### config.mk
export PLATFORM = sky130hd
export DESIGN_NAME = mem_arbiter
export DESIGN_NICKNAME = d
export VERILOG_FILES = /design/src/rtl/mem_pkg.sv /design/src/rtl/arb_hold_counter.sv /design/src/rtl/mem_arbiter.sv
export SDC_FILE = /design/constraint.sdc
export NUM_CORES = 1
export LEC_CHECK = 0
export ABC_CLOCK_PERIOD_IN_PS = 2000
export CORE_ASPECT_RATIO = 1.4
export CORE_MARGIN = 2
export CORE_UTILIZATION = 55
export CTS_BUF_LIST = sky130_fd_sc_hd__clkbuf_4
export CTS_CLUSTER_SIZE = 12
export DETAILED_ROUTE_END_ITERATION = 8
export DONT_BUFFER_PORTS = 1
export GPL_TIMING_DRIVEN = 0
export PLACE_DENSITY_LB_ADDON = 0.12
export SYNTH_ARGS = -nofsm -noshare
export SYNTH_HDL_FRONTEND = slang
export SYNTH_SLANG_ARGS = --single-unit
### constraint.sdc
create_clock -name clk -period 2 [get_ports clk]
set_input_delay 0.5 -clock clk [delete_from_list [all_inputs] [get_ports clk]]
set_output_delay 0.5 -clock clk [all_outputs]
set_load 0.02 [all_outputs]
### src/rtl/mem_pkg.sv
// Shared types and default widths for the CPU/DMA memory arbiter.
// Holds the owner/state encoding used by the FSM and the hold counter.
package mem_pkg;

    localparam int MEM_AW = 8;
    localparam int MEM_DW = 8;
    localparam int MEM_RW = 16;

    // Wide enough for MAX_HOLD up to 15
    localparam int HOLD_W = 4;

    typedef enum logic [1:0] {
        IDLE    = 2'b00,
        OWN_CPU = 2'b01,
        OWN_DMA = 2'b10
    } state_t;

endpackage

### src/rtl/arb_hold_counter.sv
// Saturating count of consecutive owned cycles for the memory arbiter.
// Ports: clk, rst, clr (state change), inc (owner kept), limit, cnt, at_limit.
module arb_hold_counter
    import mem_pkg::*;
#(
    parameter int MAX_HOLD = 4
) (
    input  logic              clk,
    input  logic              rst,
    input  logic              clr,
    input  logic              inc,
    input  logic [HOLD_W-1:0] limit,
    output logic [HOLD_W-1:0] cnt,
    output logic              at_limit
);

    localparam logic [HOLD_W-1:0] SAT = HOLD_W'(MAX_HOLD - 1);
    localparam logic [HOLD_W-1:0] ONE = HOLD_W'(1);

    always_ff @(posedge clk) begin
        if (rst) begin
            cnt <= '0;
        end else if (clr) begin
            cnt <= '0;
        end else if (inc && (cnt < SAT)) begin
            cnt <= cnt + ONE;
        end
    end

    // Current cycle is the last one the owner may keep under contention
    assign at_limit = (cnt >= (limit - ONE));

endmodule

### src/rtl/mem_arbiter.sv
// Two-port CPU/DMA arbiter for the single main memory: round-robin with
// bounded hold, direct handover, registered read return per requester.
// Ports: clk, rst (sync, active high), cpu_*/dma_* requester buses,
// mem_we/mem_addr/mem_wdata to memory, mem_rdata (combinational) back.
// Build option MEM_ARB_CPU_PRIO_EN: CPU fixed priority, unbounded CPU
// hold, DMA limited to one cycle while the CPU is requesting.
module mem_arbiter
    import mem_pkg::*;
#(
    parameter int AW       = MEM_AW,
    parameter int DW       = MEM_DW,
    parameter int RW       = MEM_RW,
    parameter int MAX_HOLD = 4
) (
    input  logic          clk,
    input  logic          rst,
    input  logic          cpu_req,
    input  logic          cpu_we,
    input  logic [AW-1:0] cpu_addr,
    input  logic [DW-1:0] cpu_wdata,
    output logic          cpu_gnt,
    output logic          cpu_rvalid,
    output logic [RW-1:0] cpu_rdata,
    input  logic          dma_req,
    input  logic          dma_we,
    input  logic [AW-1:0] dma_addr,
    input  logic [DW-1:0] dma_wdata,
    output logic          dma_gnt,
    output logic          dma_rvalid,
    output logic [RW-1:0] dma_rdata,
    output logic          mem_we,
    output logic [AW-1:0] mem_addr,
    output logic [DW-1:0] mem_wdata,
    input  logic [RW-1:0] mem_rdata
);

    state_t            state;
    state_t            state_nx;
    state_t            last_owner;
    state_t            tie_win;
    logic [HOLD_W-1:0] hold_cnt;
    logic [HOLD_W-1:0] hold_limit;
    logic              at_limit;
    logic              force_cpu;
    logic              force_dma;
    logic              changing;
    logic              cpu_acc;
    logic              dma_acc;

`ifdef MEM_ARB_CPU_PRIO_EN
    assign tie_win    = OWN_CPU;
    assign hold_limit = HOLD_W'(1);
    assign force_cpu  = 1'b0;
    assign force_dma  = at_limit;
`else
    assign tie_win    = (last_owner == OWN_CPU) ? OWN_DMA : OWN_CPU;
    assign hold_limit = HOLD_W'(MAX_HOLD);
    assign force_cpu  = at_limit;
    assign force_dma  = at_limit;
`endif

    assign changing = (state_nx != state);

    arb_hold_counter #(
        .MAX_HOLD (MAX_HOLD)
    ) u_hold (
        .clk      (clk),
        .rst      (rst),
        .clr      (changing),
        .inc      (state != IDLE),
        .limit    (hold_limit),
        .cnt      (hold_cnt),
        .at_limit (at_limit)
    );

    always_ff @(posedge clk) begin
        if (rst) begin
            state      <= IDLE;
            last_owner <= OWN_DMA;
        end else begin
            state <= state_nx;
            if (state_nx != IDLE) begin
                last_owner <= state_nx;
            end
        end
    end

    always_comb begin
        state_nx = state;
        unique case (state)
            IDLE: begin
                if (cpu_req && dma_req) begin
                    state_nx = tie_win;
                end else if (cpu_req) begin
                    state_nx = OWN_CPU;
                end else if (dma_req) begin
                    state_nx = OWN_DMA;
                end
            end
            OWN_CPU: begin
                if (!cpu_req) begin
                    state_nx = dma_req ? OWN_DMA : IDLE;
                end else if (dma_req && force_cpu) begin
                    state_nx = OWN_DMA;
                end
            end
            OWN_DMA: begin
                if (!dma_req) begin
                    state_nx = cpu_req ? OWN_CPU : IDLE;
                end else if (cpu_req && force_dma) begin
                    state_nx = OWN_CPU;
                end
            end
            default: state_nx = IDLE;
        endcase
    end

    assign cpu_acc = (state == OWN_CPU) && cpu_req;
    assign dma_acc = (state == OWN_DMA) && dma_req;

    always_comb begin
        cpu_gnt   = (state == OWN_CPU);
        dma_gnt   = (state == OWN_DMA);
        mem_we    = 1'b0;
        mem_addr  = '0;
        mem_wdata = '0;
        unique case (1'b1)
            cpu_acc: begin
                mem_we    = cpu_we;
                mem_addr  = cpu_addr;
                mem_wdata = cpu_wdata;
            end
            dma_acc: begin
                mem_we    = dma_we;
                mem_addr  = dma_addr;
                mem_wdata = dma_wdata;
            end
            default: ;
        endcase
    end

    always_ff @(posedge clk) begin
        if (rst) begin
            cpu_rvalid <= 1'b0;
            cpu_rdata  <= '0;
            dma_rvalid <= 1'b0;
            dma_rdata  <= '0;
        end else begin
            cpu_rvalid <= cpu_acc && !cpu_we;
            dma_rvalid <= dma_acc && !dma_we;
            if (cpu_acc && !cpu_we) begin
                cpu_rdata <= mem_rdata;
            end
            if (dma_acc && !dma_we) begin
                dma_rdata <= mem_rdata;
            end
        end
    end

endmodule
==> Word level (Yosys, flattened, before mapping) <==
Index checks and enable logic that the tools add are counted.
{ "word_totals": {"inputBits": 54, "output_inout_bits": 53, "regBits": 42, "wordCells": 42} }
{ "classes": {"muxes": 14, "n_addsub": 1, "n_eq_ne": 4, "magnitude_cmp": 2, "reduce_logical": 14} }
{ "ops": {"columns": ["cell", "count"], "rows": [
  ["$pmux 8 s2", 2],
  ["$mux 2", 9],
  ["$logic_and 1x1->1", 8],
  ["$pmux 2 s3", 1],
  ["$add 4x1->4 const B", 1],
  ["$eq 2x1->1 const B", 2],
  ["$ge 4x2->1 const B", 1],
  ["$lt 4x2->1 const B", 1],
  ["$reduce_bool 2->1", 2],
  ["$eq 2x2->1 const B", 1],
  ["$logic_not 1->1", 2],
  ["$logic_not 2->1", 1],
  ["$ne 2x2->1", 1],
  ["$pmux 1 s2", 1],
  ["$reduce_or 2->1", 1],
  ["$mux 1", 1]
]} }

==> Depth between registers and ports, before layout <==
{ "depth": {"ltp_word": 7, "mapped_depth": 8, "mapped_depth_nobuf": 5} }

==> Modules after synthesis <==
Synthesis repeated with hierarchy kept, for this count alone.
{ "hier_totals": {"cells_unflattened": 231, "hier_area_um2": 1980.6} }
{ "by_module_without_submodules": {"columns": ["module", "instances", "area_each_um2", "seq_area_each_um2", "cells_per_inst"], "rows": [
  ["mem_arbiter", 1, 1685.4, 760.7, 203],
  ["arb_hold_counter", 1, 295.3, 80.1, 28]
]} }

==> Worst setup path before layout <==
OpenSTA, ideal clock, no wires.
{ "synth_timing": {"path_type": "input -> output", "start": "input port cpu_req", "end": "output port mem_addr[1]", "t_arrival_ns": 1.272, "path_buffers": 2, "cell_stages": 4, "required_time_ns": 1.500, "path_slack_ns": 0.228, "cell_sequence": "and3b_1 buf_6 buf_2 a22o_1"} }
{ "synth_between": {"elab_chain_cells": 2} }
{ "synth_lines": {"columns": ["item", "line_no", "source"], "rows": [
  ["start: declaration", "mem_arbiter.sv:17", "input logic cpu_req,"],
  ["$logic_and 1x1->1", "mem_arbiter.sv:118", "assign cpu_acc = (state == OWN_CPU) && cpu_req;"],
  ["$pmux 8 s2", "mem_arbiter.sv:127", "unique case (1'b1)"],
  ["end: declaration", "mem_arbiter.sv:32", "output logic [AW-1:0] mem_addr,"]
]} }
Every way passes these cells.

==> Worst setup path after layout <==
{ "layout_timing": {"start": "register state[0]", "end": "output port mem_addr[2]"} }
{ "layout_between": {"elab_chain_cells": 3, "word_cells_on_any_way": 5, "cone_classes": "2 x eq/ne; 1 x mux; 2 x reduce/logical"} }
{ "layout_lines": {"columns": ["item", "line_no", "source"], "rows": [
  ["start: declaration", "mem_arbiter.sv:37", "state_t state;"],
  ["start signal: assignment", "mem_arbiter.sv:81", "state <= state_nx;"],
  ["$eq 2x2->1 or $eq 2x1->1 (tied branches)", "mem_arbiter.sv:119, mem_arbiter.sv:118", null],
  ["$logic_and 1x1->1 (on tied branches)", "mem_arbiter.sv:119, mem_arbiter.sv:118", null],
  ["$pmux 8 s2 *", "mem_arbiter.sv:127", null]
]} }
Mark *: on every way between the ends. The rest lies on a longest branch, timed or not.

==> flow_summary_export.csv <==
group,metric,value,unit
run_status,status,"finished, violations left",
run_status,violated_checks,"negative setup slack",
critical_path,timing.critical_path.from_type,"flop",
clock_network,post_cts_hold_buffer_count,0,
grt,grt_most_used_layer,"met2",
synth,netlist.top_cell.by_area,"sky130_fd_sc_hd__dfxtp_1",
clock_network,cts_sinks,42,
synth,synth_enable_flop_cells,0,
critical_path,r2r_cells,10,
die,core_area,3578,um^2
critical_path,critical_path.max_fanout,5,
synth,yosysMostFrequentCell,"sky130_fd_sc_hd__nand2_1",
synth,yosys_warnings,0,
timing,timing.final.hold_violations,0,
grt,antenna_violations_before_repair,0,
clock_network,cts_tree,"built",
layout,final_instance_area,2461,um^2
timing,min_period,2049,ps
drt,first_pass_iters,4,
timing,final.period_utilization,102.4,%
min_path,holdPathStages,2,
critical_path,critical-path-max-stage-delay,350,ps
drt,drt_drc_violations_left,0,
grt,globalRouteMet1Util,28.82,%
placement,io_buffers,0,
grt,grt_max_degree,15,
critical_path,arrival_worst_endpoint,1550,ps
critical_path,r2r_start,"state[0]$_SDFF_PP0_",
critical_path,timing.rr.end,"cpu_rdata[10]$_SDFFE_PP0P_",
synth,synth_top_cells_by_area,"sky130_fd_sc_hd__dfxtp_1 42%, sky130_fd_sc_hd__nand2_1 9.3%, sky130_fd_sc_hd__a21oi_2 7.8%, sky130_fd_sc_hd__a22o_1 7.4%, sky130_fd_sc_hd__nand2_2 5.6%",
synth,postSynthRegisterBits,42,
power,power_per_cell_area,723.4,nW/um^2
clock_network,tritoncts.num_buffers,5,
layout,post_layout_nonfiller_instances,277,
clock_network,worst_setup_hold_path_clk_slew,130,ps
grt,grt_pass1_vias,1553,
die,initial_core_utilization,56.15,%
critical_path,timing.setup.critical_path_class,"reg -> out",
clock_network,clock_tree.htree_level_count,2,
placement,total_half_perimeter_wirelength_after_legalization_and_detailed_placement,3.856,mm
placement,gp_congestion,0.7958,
placement,place_area,2062,um^2
min_path,hold_path.startpoint,"mem_rdata[1]",
critical_path,setup.worst_path.start,"state[0]$_SDFF_PP0_",
layout,design.final.nets,289,
die,chipWidth,55.09,um
timing,layout_skew,6.843,ps
critical_path,worstSetupEndpointType,"output port",
grt,gr-usage-met2,43.25,%
die,floorplan.die_area,4160,um^2
power,p_leak,0.9263,nW
drt,num_vias,1601,
critical_path,critical-path-top-delay-family,"buffers and inverters",
timing,timing.fmax,0.4881,GHz
synth,post_synth_inst_count,217,
synth,synth_top_flop_cell,"sky130_fd_sc_hd__dfxtp_1",
timing,finalSetupTns,-490.9,ps
power,power,1.780,mW
job,cap_violations,0,
grt,global_route_wire_length_before_repair,7.624,mm
timing,slew_headroom,57.17,%
timing,setup_viol,16,
synth,synth_cell_type_count,38,
clock_network,cts_buffer_depth,2,
grt,globalRouteOverflowTotal,0,
placement,placed_cells_incl_taps,259,
power,vdd_drop_max,0.5074,mV
critical_path,critical_path.slowest_cell,"sky130_fd_sc_hd__dfxtp_2",
die,num_rows,26,
drt,initial_drc_count,26,
timing,final-max-slew-violation-count,0,
critical_path,cp_cell_sequence,"buf_6 -> and3b_2 -> buf_6 -> buf_16 -> a22o_4",
die,die_y,75.52,um
synth,ys_seq_area_share,41.84,%
drt,finalWirelength,5.106,mm
die,io_count,107,
timing,postLayoutSetupSlackWorst,-48.58,ps
clock_network,root_buffer_master,"sky130_fd_sc_hd__clkbuf_4",
timing,hold_ws,268.3,ps
critical_path,regToRegSetupSlack,380,ps
drt,postRouteAntennaNets,0,
critical_path,path_common_cell,"sky130_fd_sc_hd__buf_6",
critical_path,critical_path_buf_inv_count,3,
grt,grt_use_met3,10.98,%
synth,postSynthNetCount,272,
synth,synth.cells.most_frequent,"50 x sky130_fd_sc_hd__nand2_1, 42 x sky130_fd_sc_hd__dfxtp_1, 18 x sky130_fd_sc_hd__a21oi_2, 18 x sky130_fd_sc_hd__nand2_2, 17 x sky130_fd_sc_hd__a22o_1",
grt,grt_usage,25.80,%
clock_network,clock_latency,350,ps
synth,synth_area_per_cell,9.260,um^2
drt,detail_route.vias_per_cell,5.780,
min_path,whs_endpoint,"dma_rdata[1]$_SDFFE_PP0P_",
timing,rsz0062_at_grt,"true",
timing,worst-slew-pin-transition,642.5,ps
critical_path,worst_ep_required_time,1500,ps
layout,area_overhead_vs_synth,22.48,%
synth,mappedNetlistArea,2009,um^2
layout,diodes,0,
drt,routed_wire_length_per_instance,18.43,um
synth,ys_async_sr_fraction,0,%
min_path,hold_path_class,"in -> reg",
synth,post-synth-top-area-fraction,41.84,%
layout,share_of_cells_above_drive_strength_1,41.28,%
==> stage by stage <==
stage,setup slack (ps),utilization [%]
finish,-48.58,68.78
detailed placement,154.2,57.62
global placement,183.2,57.62
global route,-102.4,68.78
CTS,-51.25,68.57
floorplan,227.6,-
==> flip-flops by register name, indices dropped and copies added, names as in the netlist <==
| register | cells |
|---|---|
| cpu_rdata | 16 |
| dma_rvalid | 1 |
| cpu_rvalid | 1 |
| u_hold.cnt | 4 |
| dma_rdata | 16 |
| last_owner | 2 |
| state | 2 |
==> what timing repair did <==
| action | in CTS | in global routing |
|---|---|---|
| cloned | 2 | 0 |
| pin swaps | 17 | 2 |
| setup buffers | 7 | 1 |
| resized for setup | 47 | 0 |
| endpoints found under the setup margin | 12 | 17 |
==> cell usage in the layout (no fill, tap or decap), types with 3 or more instances in the layout <==
cell                       count
sky130_fd_sc_hd__a21oi_2      18
sky130_fd_sc_hd__nor2_1        7
sky130_fd_sc_hd__clkbuf_4      5
sky130_fd_sc_hd__nand2_1      50
sky130_fd_sc_hd__a22o_4       16
sky130_fd_sc_hd__buf_6         7
sky130_fd_sc_hd__dfxtp_1      40
sky130_fd_sc_hd__nand2_2      18
sky130_fd_sc_hd__buf_4         8
sky130_fd_sc_hd__buf_8         3
sky130_fd_sc_hd__and2_1        3
sky130_fd_sc_hd__nor2b_1       4
sky130_fd_sc_hd__buf_12        5
sky130_fd_sc_hd__a21oi_1      14
==> metal layers <==
metal,share of wire [%],up-vias
met5,0,-
met4,1.5,0
met3,9.4,8
met2,52,61
met1,37,762
li1,-,770
==> cells by family (layout without fill, tap and decap cells) <==
family	count (synthesis)	count (layout)	synth area share [%]
muxes	1	1	0.4982
buffers and inverters	19	37	9.090
adders and majority gates	1	1	0.6226
xor gates and xnor gates	1	1	0.4359
and+or+nand+nor	92	92	23.29
DFF	42	42	41.84
AOI/OAI and AO/OA	61	61	24.22
==> how the worst max path moves through the flow <==
stage,to,cells after the start
floorplan,mem_addr[1],4
global placement,mem_wdata[4],4
detailed placement,mem_wdata[5],4
CTS,mem_addr[2],5
global route,mem_addr[2],5
finish,mem_addr[2],5
==> worst reg2reg max path, stage by stage, from the launching register on <==
cell	delay [ps]
sky130_fd_sc_hd__dfxtp_2	350
sky130_fd_sc_hd__buf_6	110
sky130_fd_sc_hd__and3b_2	200
sky130_fd_sc_hd__buf_4	140
sky130_fd_sc_hd__buf_6	120
sky130_fd_sc_hd__buf_4	130
sky130_fd_sc_hd__nand2b_4	60
sky130_fd_sc_hd__buf_8	120
sky130_fd_sc_hd__buf_12	140
sky130_fd_sc_hd__nand2_2	60
sky130_fd_sc_hd__a21oi_2	140
==> cell type report <==
type | instances | area (um^2)
Fill cell | 280 | 1117
Clock buffer | 5 | 37.54
Clock inverter | 3 | 68.82
Sequential cell | 42 | 843.3
Tap cell | 42 | 52.55
Timing Repair Buffer | 10 | 115.1
Inverter | 1 | 3.754
Buffer | 18 | 212.7
Multi-Input combinational cell | 156 | 1127
==> where the power goes <==
part	switching (mW)	leakage (nW)	internal, mW	total [mW]
clock network	0.284	0.0554	0.391	0.675
registers	0.0282	0.341	0.856	0.885
logic	0.115	0.530	0.106	0.221
total	0.427	0.926	1.35	1.78
Note: power is estimated with default switching activity, not from simulation.
